`config.mk`:
```
export PLATFORM = sky130hd
export DESIGN_NAME = ex_result_stage
export DESIGN_NICKNAME = d
export VERILOG_FILES = /design/src/rtl/alu_pkg.sv /design/src/rtl/cond_eval.sv /design/src/rtl/ex_result_stage.sv
export SDC_FILE = /design/constraint.sdc
export NUM_CORES = 1
export LEC_CHECK = 0
export ABC_AREA = 1
export CORE_ASPECT_RATIO = 1.75
export CORE_MARGIN = 2
export CORE_UTILIZATION = 49
export DETAILED_ROUTE_END_ITERATION = 12
export PLACE_DENSITY = 0.85
export REMOVE_ABC_BUFFERS = 1
export SETUP_SLACK_MARGIN = 0.2
export SYNTH_ARGS = -nofsm -noshare
export SYNTH_HDL_FRONTEND = slang
export SYNTH_SLANG_ARGS = --single-unit
```
`constraint.sdc`:
```
create_clock -name clk -period 5.6 [get_ports clk]
set_input_delay 0.84 -clock clk [delete_from_list [all_inputs] [get_ports clk]]
set_output_delay 0.84 -clock clk [all_outputs]
set_load 0.02 [all_outputs]
```
`src/rtl/alu_pkg.sv`:
```
// Shared ALU/branch types: ALU control codes, ARM condition codes,
// the NZCV flag bundle and the execute-result metadata bundle.
package alu_pkg;

    localparam logic [2:0] ALU_PASS_B = 3'b000;
    localparam logic [2:0] ALU_ADD    = 3'b010;
    localparam logic [2:0] ALU_SUB    = 3'b011;
    localparam logic [2:0] ALU_AND    = 3'b100;
    localparam logic [2:0] ALU_OR     = 3'b101;
    localparam logic [2:0] ALU_XOR    = 3'b110;

    typedef enum logic [3:0] {
        COND_EQ = 4'd0,
        COND_NE = 4'd1,
        COND_HS = 4'd2,
        COND_LO = 4'd3,
        COND_MI = 4'd4,
        COND_PL = 4'd5,
        COND_VS = 4'd6,
        COND_VC = 4'd7,
        COND_HI = 4'd8,
        COND_LS = 4'd9,
        COND_GE = 4'd10,
        COND_LT = 4'd11,
        COND_GT = 4'd12,
        COND_LE = 4'd13,
        COND_AL = 4'd14,
        COND_NV = 4'd15
    } cond_t;

    typedef struct packed {
        logic n;
        logic z;
        logic c;
        logic v;
    } flags_t;

    typedef struct packed {
        logic [4:0] rd;
        logic       reg_write;
        logic       taken;
    } ex_meta_t;

endpackage

```
`src/rtl/cond_eval.sv`:
```
// Combinational ARM condition-code evaluator over an NZCV snapshot.
module cond_eval
    import alu_pkg::*;
(
    input  cond_t  cond,
    input  flags_t flags,
    output logic   taken
);

    always_comb begin
        taken = 1'b0;
        case (cond)
            COND_EQ: taken = flags.z;
            COND_NE: taken = ~flags.z;
            COND_HS: taken = flags.c;
            COND_LO: taken = ~flags.c;
            COND_MI: taken = flags.n;
            COND_PL: taken = ~flags.n;
            COND_VS: taken = flags.v;
            COND_VC: taken = ~flags.v;
            COND_HI: taken = flags.c & ~flags.z;
            COND_LS: taken = ~flags.c | flags.z;
            COND_GE: taken = (flags.n == flags.v);
            COND_LT: taken = (flags.n != flags.v);
            COND_GT: taken = ~flags.z & (flags.n == flags.v);
            COND_LE: taken = flags.z | (flags.n != flags.v);
            default: taken = 1'b1;
        endcase
    end

endmodule

```
`src/rtl/ex_result_stage.sv`:
```
// Execute result stage: two-entry skid buffer for ALU results, owns the
// architectural NZCV flags and resolves conditional branches at accept.
module ex_result_stage
    import alu_pkg::*;
#(
    parameter int DATA_W = 64
) (
    input  logic              clk,
    input  logic              reset,
    input  logic              in_valid,
    output logic              in_ready,
    input  logic [DATA_W-1:0] aluOut,
    input  logic              negative,
    input  logic              zero,
    input  logic              overflow,
    input  logic              carryOut,
    input  logic              set_flags,
    input  logic              is_cbranch,
    input  logic [3:0]        cond,
    input  logic [4:0]        rd,
    input  logic              reg_write,
    input  logic              flush,
    output logic              out_valid,
    input  logic              out_ready,
    output logic [DATA_W-1:0] out_result,
    output logic [4:0]        out_rd,
    output logic              out_reg_write,
    output logic              out_taken,
    output logic [3:0]        flags_q
);

    logic              main_valid;
    logic              skid_valid;
    logic [DATA_W-1:0] main_result;
    logic [DATA_W-1:0] skid_result;
    ex_meta_t          main_meta;
    ex_meta_t          skid_meta;
    ex_meta_t          in_meta;
    flags_t            flags_r;
    logic              cond_taken;
    logic              accept;
    logic              xfer;

    cond_eval u_cond_eval (
        .cond  (cond_t'(cond)),
        .flags (flags_r),
        .taken (cond_taken)
    );

    // Ready depends only on held state, never on out_ready.
    assign in_ready = ~skid_valid & ~reset;
    assign accept   = in_valid & in_ready & ~flush;
    assign xfer     = main_valid & out_ready;

    assign in_meta.rd        = rd;
    assign in_meta.reg_write = reg_write;
    assign in_meta.taken     = is_cbranch & cond_taken;

    assign out_valid     = main_valid;
    assign out_result    = main_result;
    assign out_rd        = main_meta.rd;
    assign out_reg_write = main_meta.reg_write;
    assign out_taken     = main_meta.taken;
    assign flags_q       = flags_r;

    always_ff @(posedge clk or posedge reset) begin
        if (reset) begin
            main_valid  <= 1'b0;
            skid_valid  <= 1'b0;
            main_result <= '0;
            skid_result <= '0;
            main_meta   <= '0;
            skid_meta   <= '0;
            flags_r     <= '0;
        end else begin
            if (accept && set_flags) begin
                flags_r <= '{n: negative, z: zero, c: carryOut, v: overflow};
            end
            if (flush) begin
                main_valid <= 1'b0;
                skid_valid <= 1'b0;
            end else if (xfer && skid_valid) begin
                // in_ready is low here, so no accept can coincide.
                main_valid  <= 1'b1;
                main_result <= skid_result;
                main_meta   <= skid_meta;
                skid_valid  <= 1'b0;
            end else if (accept && (!main_valid || xfer)) begin
                main_valid  <= 1'b1;
                main_result <= aluOut;
                main_meta   <= in_meta;
            end else if (accept) begin
                skid_valid  <= 1'b1;
                skid_result <= aluOut;
                skid_meta   <= in_meta;
            end else if (xfer) begin
                main_valid <= 1'b0;
            end
        end
    end

endmodule

```
==> results.md <==
* Placed cell area at 8080 um^2
* Layout area overhead at 34.8%
* Vias/cell at 5.34
* Clk pwr share at 0.313
* Critical path cell sequence: clkdlybuf4s50_1, nor2_1, nand2_1, nor2_4, buf_4, nand2_2, buf_4, nand2_1, nand2_1
* Dpl hpwl at 10,600 um
* Layout cells sized above 1 at 0.0507
* Clk_lat worst skew at 0.41 ns
* Avg WL per Cell at 15.3 um
* Post-synth EDFFs at 0
* Final hold vios at 0
* Chip Width at 90.5 um
* Initial DRC Count at 518
* Sequential fraction of the synthesis area at 0.577
* Net switching power at 1090 uW
* Worst slew pin tran at 0.937 ns
* Slew Viols, Final at 0
* Drt first pass iters at 6
* Final min period at 3.32 ns
* Leakage at 0.00406 uW
* Post-synth cell types at 17
* Peak VDD IR at 214 uV
* CTS Buf Count at 17
* Synthesized cell area at 6420 um^2
* Comb pwr share at 0.263
* Vias in the first global route at 5,619
* Synth Warn # at 0
* Worst Hold Class: flop to flop
* Maximum buffer depth of the clock tree at 2
* Kind of critical path: input pin to flop
* Row count at 55
* Cells after Synth at 778
* RSZ-0062 raised after global routing: false
* Top Ports at 162
* Startpoint Class: input pin
* Sw Ratio at 0.308
* Critical path data arrival time at 3.62 ns
* Initial Utilization at 0.499
* Clock sink count at 148
* Post-route cell area at 8650 um^2
* Worst r2r src: skid_valid
* Mean Syn Cell Area at 8.25 um^2
* Number of synthesized register bits at 148
* Core area at 12,900 um^2
* H-tree levels at 4
* Number of antenna violations at the first check in global routing at 0
* Final period util at 0.593
* CP max-delay cell: nand2_2
* Post-route DRC violation count at 0
* First-pass GRT wire length at 27,800 um
* Total track usage at 0.246
* CTS clk-pin slew, worst paths at 0.06 ns
* Max Clk Rate at 301 MHz
* Total Negative Setup Slacks at 0 ns
* Hold Startpoint: skid_result[32]
* Max Cap Viol at 0
* CP endpoint kind: flop
* CTS tree: yes
* Setup crit start: reset
* Largest net degree at the start of global routing at 105
* Slowest stage delay, CP at 0.63 ns
* Most common flop cell mapped by yosys: dfrtp_1
* Resize count post-CTS at 0
* Most Frequent Cell on Critical Path: nand2_1
* Setup WS post-layout at 2.28 ns
* Vias after detailed routing at 5,866
* Most common cell after layout, fill and taps aside: nand2_1
* Post-Place Worst Slack at 1.85 ns
* IO buf count at 161
* Post-route antenna net violation count at 0
* Flop pwr share at 0.424
* CP delay by family, top: buffers and inverters
* Nets at 999
* Crit-path max FO at 72
* P_int at 2440 uW
* Final wirelength at 16,800 um
* Full die area at 14,100 um^2
* Inserted Diodes at 0
* Status: finished, final reports clean
* P per Cell Area at 408 nW/um^2
* Hold_buf cts at 0
* Clock Tree Root: clkbuf_16
* Skew final at 0.0124 ns
* Final setup violation count at 0
* Most frequent cells in the layout: nand2_1, clkdlybuf4s50_1, dfrtp_1
* WP buf/inv at 3
* Gr ovfl total at 0
* Synth async-reset ratio at 1.00
* Die height at 155 um
* Post-CTS setup buffer count at 0
* Req. time, crit path at 5.90 ns
* Final weighted congestion in routability-driven placement at 0.827
* Worst rel slew slack at 0.375
==> state kept, by name, indices dropped and copies added, names as in the netlist <==
signal / flops
skid_meta: 7
out_valid: 1
out_reg_write: 1
skid_valid: 1
out_rd: 5
out_taken: 1
flags_q: 4
skid_result: 64
out_result: 64
==> per-stage QoR <==
stage | std cells | hold WS [ns] | total power (uW) | util
global placement | 1066 | 0.454 | 2410 | 0.628
detailed placement | 1066 | 0.458 | 2440 | 0.628
floorplan | 727 | 0.442 | 1960 | -
CTS | 1098 | 0.473 | 3550 | 0.673
global route | 1098 | 0.486 | 3710 | 0.673
finish | 1098 | 0.471 | 3530 | 0.673
==> final cells by class <==
| cell class | instances | area [um^2] |
|---|---|---|
| clock inverter | 13 | 134 |
| tap | 171 | 214 |
| timing repair buffer | 168 | 1660 |
| multi-input combinational | 562 | 2420 |
| fill | 1005 | 4210 |
| clock buffer | 19 | 443 |
| inverter | 17 | 71.3 |
| sequential | 148 | 3700 |
==> logic make-up after synthesis <==
family / Yosys count / share of synthesized area
AOI/OAI and AO/OA: 80 / 0.0764
and+or+nand+nor: 482 / 0.301
DFF: 148 / 0.577
buffers and inverters: 68 / 0.0456
==> worst paths after layout <==
check                      cells after the start  slack [ns]              end
setup / recovery                               9        2.28  skid_result[43]
hold / removal                                 2        0.47  skid_result[32]
setup reg to reg                               8        2.87  skid_result[43]
hold reg to reg                                2        0.47  skid_result[32]
max in group asynchronous                      3        3.45   out_result[43]
min in group asynchronous                      2        1.04  skid_result[33]
==> tightest hold or removal path: cells and delay by family, from the launching register on <==
| family | cells | cell delay [ns] |
|---|---|---|
| DFF | 1 | 0.34 |
| and+or+nand+nor | 2 | 0.10 |
==> power by group through the flow <==
stage / sequential, uW / combinational, uW / clock [uW]
floorplan: 1660 / 298 / 0
global placement: 1500 / 910 / 0
detailed placement: 1510 / 935 / 0
CTS: 1490 / 938 / 1120
global route: 1530 / 1010 / 1180
finish: 1500 / 929 / 1110
==> metal layers <==
| metal | wire, um | global-route usage | vias up | part of all wire |
|---|---|---|---|---|
| met5 | 0 | 0 | - | 0 |
| met4 | 612 | 0.118 | 0 | 0.036 |
| met3 | 826 | 0.0465 | 40 | 0.049 |
| met2 | 8870 | 0.424 | 214 | 0.53 |
| met1 | 6460 | 0.297 | 2815 | 0.39 |
| li1 | - | - | 2797 | - |
==> cells in the mapped netlist, types with 2 or more instances <==
| master | n | area (um^2) |
|---|---|---|
| buf_2 | 18 | 90.1 |
| a31oi_1 | 70 | 438 |
| clkbuf_1 | 22 | 82.6 |
| nand3_1 | 80 | 400 |
| buf_4 | 4 | 30.0 |
| buf_1 | 7 | 26.3 |
| inv_2 | 4 | 15.0 |
| a21oi_1 | 7 | 35.0 |
| nor2_1 | 85 | 319 |
| dfrtp_1 | 148 | 3700 |
| o21ai_1 | 2 | 10.0 |
| nand2_1 | 314 | 1180 |
| inv_1 | 13 | 48.8 |
Note: power is estimated with default switching activity, not from simulation.
